File: src/rtl/pll_spi_cfg_arbiter.sv
// pll_spi_cfg_arbiter: round-robin share of one PLL SPI config master among NUM_REQ requesters.
// Ports:
//   clk, rst_n   clock, async active-low reset
//   req_valid    per-requester frame pending (held until req_ready)
//   req_data     packed frames, requester i at [i*DATA_WIDTH +: DATA_WIDTH]
//   req_ready    one-hot accept pulse, frame captured in that cycle
//   req_done     one-hot completion pulse to the granted requester
//   req_err      with req_done when the frame was abandoned on timeout
//   spi_start    one-cycle start pulse to the SPI master
//   spi_data     latched frame presented to the SPI master
//   spi_finish   SPI master finish pulse, honoured only while waiting
//   busy         high whenever not idle
module pll_spi_cfg_arbiter #(
  parameter int NUM_REQ        = 2,
  parameter int DATA_WIDTH     = 512,
  parameter int GAP_CYCLES     = 16,
  parameter int TIMEOUT_CYCLES = 65535
) (
  input  logic                          clk,
  input  logic                          rst_n,
  input  logic [NUM_REQ-1:0]            req_valid,
  input  logic [NUM_REQ*DATA_WIDTH-1:0] req_data,
  output logic [NUM_REQ-1:0]            req_ready,
  output logic [NUM_REQ-1:0]            req_done,
  output logic                          req_err,
  output logic                          spi_start,
  output logic [DATA_WIDTH-1:0]         spi_data,
  input  logic                          spi_finish,
  output logic                          busy
);
  localparam int MAXC = GAP_CYCLES > TIMEOUT_CYCLES ? GAP_CYCLES : TIMEOUT_CYCLES;
  localparam int CW   = $clog2(MAXC) + 1;
  typedef enum logic [2:0] {IDLE, GRANT, LAUNCH, WAIT, DONE, GAP} state_t;
  state_t state, state_nxt;
  logic [NUM_REQ-1:0] gnt, last, hi_mask, masked, cand, pick;
  logic [CW-1:0] cnt;
  logic err;
  logic [DATA_WIDTH-1:0] frame;
  // Requesters strictly above the last grant win first; otherwise wrap to the lowest valid.
  // last is one-hot, so (last<<1)-1 covers every index up to and including it.
  assign hi_mask = ~((last << 1) - NUM_REQ'(1));
  assign masked  = req_valid & hi_mask;
  assign cand    = |masked ? masked : req_valid;
  assign pick    = cand & (~cand + NUM_REQ'(1));
  always_comb begin
    frame = '0;
    for (int i = 0; i < NUM_REQ; i++)
      frame = frame | (gnt[i] ? req_data[i*DATA_WIDTH +: DATA_WIDTH] : '0);
  end
  always_ff @(posedge clk or negedge rst_n)
    if (!rst_n) state <= IDLE;
    else state <= state_nxt;
  always_comb begin
    state_nxt = state;
    req_ready = state == GRANT ? gnt : '0;
    req_done  = state == DONE ? gnt : '0;
    req_err   = state == DONE && err;
    spi_start = state == LAUNCH;
    busy      = state != IDLE;
    case (state)
      IDLE:    state_nxt = |req_valid ? GRANT : IDLE;
      GRANT:   state_nxt = LAUNCH;
      LAUNCH:  state_nxt = WAIT;
      WAIT:    state_nxt = (spi_finish || cnt == CW'(TIMEOUT_CYCLES - 1)) ? DONE : WAIT;
      DONE:    state_nxt = GAP;
      GAP:     state_nxt = cnt == CW'(GAP_CYCLES - 1) ? IDLE : GAP;
      default: state_nxt = IDLE;
    endcase
  end
  always_ff @(posedge clk or negedge rst_n)
    if (!rst_n) begin
      gnt      <= '0;
      last     <= NUM_REQ'(1) << (NUM_REQ - 1);
      cnt      <= '0;
      err      <= 1'b0;
      spi_data <= '0;
    end else begin
      if (state == IDLE && |req_valid) begin
        gnt  <= pick;
        last <= pick;
      end
      if (state == GRANT) spi_data <= frame;
      // Finish has priority over timeout when both land in the same cycle.
      if (state == WAIT) err <= !spi_finish;
      cnt <= (state == WAIT || state == GAP) ? cnt + CW'(1) : '0;
    end
endmodule

File: config.mk
export PLATFORM = sky130hd
export DESIGN_NAME = pll_spi_cfg_arbiter
export DESIGN_NICKNAME = d
export VERILOG_FILES = /design/src/rtl/pll_spi_cfg_arbiter.sv
export SDC_FILE = /design/constraint.sdc
export NUM_CORES = 1
export LEC_CHECK = 0
export CELL_PAD_IN_SITES_DETAIL_PLACEMENT = 1
export CELL_PAD_IN_SITES_GLOBAL_PLACEMENT = 2
export CORE_AREA = 4 4 600 602
export DETAILED_ROUTE_END_ITERATION = 8
export DIE_AREA = 0 0 604 606
export PLACE_DENSITY = 0.33
export SYNTH_ARGS = -nofsm -noshare
export SYNTH_HDL_FRONTEND = slang
export SYNTH_SLANG_ARGS = --single-unit
File: constraint.sdc
create_clock -name clk -period 1.65 [get_ports clk]
set_clock_uncertainty 0.1 [all_clocks]
set_input_delay 0.33 -clock clk [delete_from_list [all_inputs] [get_ports clk]]
set_output_delay 0.33 -clock clk [all_outputs]
set_load 0.1 [all_outputs]
==> summary.md, run 1 <==
| Metric | Value |
|---|---|
| IO Pins | 1548 |
| Crit share post-route | 1.48 |
| Worst EP required | 1.22 ns |
| Hold Startpoint | req_data[805] |
| Post-synth ARST share | 1.00 |
| Mean Syn Cell Area | 9.65 µm² |
| R2r worst-path depth | 5 |
| Die area | 366000 µm² |
| Hold Crit Class | in -> reg |
| Initial DRC count | 1200 |
| HPWL after DPL | 209 mm |
| Vias post-DR | 28200 |
| Row cnt | 219 |
| H-tree Lvls | 3 |
| Die width | 604 µm |
| Most common cell after layout, fill and taps aside | clkdlybuf4s50_1 |
| Final worst setup slack | -0.790 ns |
| CTS Buffer Depth | 4 |
| Chip height | 606 µm |
| CP max FO | 6 |
| Commonest non-fill, non-tap cells in the layout | clkdlybuf4s50_1 (1027), buf_12 (569), nor2_1 (528), a21oi_1 (516), dfrtp_1 (446) |
| Post-synthesis register bit count | 535 |
| Largest net degree at the start of global routing | 72 |
| PortBufs | 1547 |
| Total of max-cap violations | 0 |
| Critical Path AT | 2.01 ns |
| RSZ-0062 raised after global routing | yes |
| Synthesized area | 23300 µm² |
| Placer Congestion | 0.803 |
| Util after Layout | 0.169 |
| Final Setup Violations | 1018 |
| Worst-margin pin slew | 0.532 ns |
| Grt met2 use | 0.233 |
| Fin crit period | 2.44 ns |
| RR Startpoint | gnt[1]$_DFFE_PN0P_ |
| Fillers | 40400 |
| Drt drc | 0 |
| Busiest grt layer | met2 |
| Final Routed Wirelength | 262 mm |
| Pre-antenna DRT Iters | 5 |
| Register area share after synthesis | 0.576 |
| Top-area cell type share of the netlist area | 0.576 |
| Area delta synth->final | 157% |
| Clock Sinks | 535 |
| WL per Instance | 28.4 µm |
| Distinct cells, synth | 35 |
| Final ANT Viol Nets | 0 |
| Synth top area cells | dfrtp_1 (58%), a22oi_1 (17%), a21oi_1 (11%) |
| Vias in the first global route | 30900 |
| Synth Flop Type | dfrtp_1 |
| DR vias/cell | 3.06 |
| Hold path endpoint | spi_data[293]$_DFFE_PN0N_ |
| Grt total ovfl | 0 |
| Initial antenna violation count | 35 |
| Initial Utilization | 0.0655 |
| Clk slew on worst S/H paths | 0.05 ns |
| Total global-route track usage | 0.135 |
| Outcome | finished with violations |
| Core ar. | 355000 µm² |
| Placed cells | 8896 |
| Hold path depth | 3 |
| Synth warn | 0 |
| Hold WS | 0.108 ns |
| Setup slack, reg-to-reg | -0.40 ns |
| Synth area leader | dfrtp_1 |
| Fraction of layout cells with a size suffix above 1 | 0.321 |
| CP Launch Type | flop |
| CTS tree | done |
| Total CTS buffers | 92 |
| Reg2reg end | spi_data[273]$_DFFE_PN0N_ |
| Nets | 5428 |
| CP Class | reg -> out |
| First-pass GRT wire length | 327 mm |
| EDFF count, synth | 0 |
| Syn_nets | 3440 |
| Relative slew slack | 0.645 |
| Worst setup EP type | primary output |
| Max Fclk | 410 MHz |
| Root Driver | clkbuf_16 |
| Setup TNS | -198.01 ns |
| Worst skew pair latency | 0.77 ns |
| Final non-filler cell total | 9220 |
| Slew Viols, Final | 0 |
| Hold Vio Cnt, Final | 0 |
| Failing checks | setup timing |
| Syn Inst Count | 2409 |
| Grt met1 use | 0.153 |
| Met3 Usage GRT | 0.0621 |
[per-layer routing]
metal | wire length [µm] | vias up
li1 | - | 12800
met2 | 130000 | 907
met1 | 102000 | 14300
met3 | 26500 | 176
met4 | 3630 | 12
met5 | 80 | -
[stage by stage]
stage	setup WS, ns	instance area [µm²]
after floorplan	-0.134	23300
after global routing	-0.928	59800
final	-0.790	59800
after CTS	-0.942	58400
after global placement	-0.438	52700
after detailed placement	-0.452	52700
[worst max-delay path by stage]
stage | start | to | slack (ns) | cells past startpoint
2_1_floorplan | gnt[1]$_DFFE_PN0P_ | req_done[1] | -0.13 | 3
3_3_place_gp | gnt[1]$_DFFE_PN0P_ | spi_data[366]$_DFFE_PN0N_ | -0.44 | 5
3_5_place_dp | gnt[1]$_DFFE_PN0P_ | spi_data[366]$_DFFE_PN0N_ | -0.45 | 5
4_1_cts | state[2]$_DFF_PN0_ | req_ready[1] | -0.94 | 5
5_1_grt | state[1]$_DFF_PN0_ | req_ready[1] | -0.93 | 5
6_report | state[1]$_DFF_PN0_ | req_ready[1] | -0.79 | 5
[synth_stat cells (all sizes together), types with 2 or more instances]
library cell	count
a21oi	519
a22oi	512
a31oi	2
and2	3
and3	4
and4	4
buf	49
clkbuf	183
dfrtp	535
ha	2
inv	5
nand2	13
nand3	5
nand4	4
nor2	529
nor2b	2
nor3	4
nor3b	2
nor4	2
o21ai	9
or3	5
xnor2	4
xor2	6
[what timing repair did]
action,in CTS,in global routing
pin swaps,20,11
hold buffers,8,0
hold endpoints to repair,542,0
buffers inserted,58,18
setup endpoints to repair,979,1044
gates cloned,43,43
gates resized for setup,278,87
[state kept, by name, summed over array words and instances, names as in the netlist]
signal    cells
cnt          17
gnt           2
spi_data    512
err           1
state         3
[critical path: stages (launching register included)]
cell and delay (ns):
dfrtp_1 0.41, nor3b_4 0.26, buf_12 0.16, buf_6 0.09
and2_4 0.14, buf_12 0.17
[cell type report]
| class | count | area, µm² | area share |
|---|---|---|---|
| Inverter | 5 | 18.8 | 0.000314 |
| Tap cell | 4751 | 5940 | 0.0994 |
| Timing Repair Buffer | 2126 | 27900 | 0.466 |
| Antenna cell | 7 | 17.5 | 0.000293 |
| Clock buffer | 133 | 2650 | 0.0443 |
| Sequential cell | 535 | 13500 | 0.226 |
| Multi-Input combinational cell | 1637 | 9520 | 0.159 |
| Clock inverter | 26 | 302 | 0.00504 |
[cells by family (layout without fill, tap and decap cells)]
family,count (synthesis),in the layout,share of synthesized area
other,0,7,0
DFF,535,535,0.576
adders and majority gates,2,2,0.00108
xor gates and xnor gates,10,10,0.00377
AOI/OAI and AO/OA,1046,1046,0.281
buffers and inverters,237,2290,0.0400
and+or+nand+nor,579,579,0.0987
Power of run 1 is left out: the tool's default activity adds up to more than one toggle a clock period on the data nets, which glitch-free logic cannot reach.
==> run 2, diff against run 1 <==
--- a/config.mk
+++ b/config.mk
@@ -11,6 +11,7 @@
 export DETAILED_ROUTE_END_ITERATION = 8
 export DIE_AREA = 0 0 604 606
 export PLACE_DENSITY = 0.33
+export SLEW_MARGIN = 10
 export SYNTH_ARGS = -nofsm -noshare
 export SYNTH_HDL_FRONTEND = slang
 export SYNTH_SLANG_ARGS = --single-unit
==> results of run 2 <==
Same layout as run 1: the final DEF is identical, and so are final timing and power.
Power of run 2 is left out for the same reason.
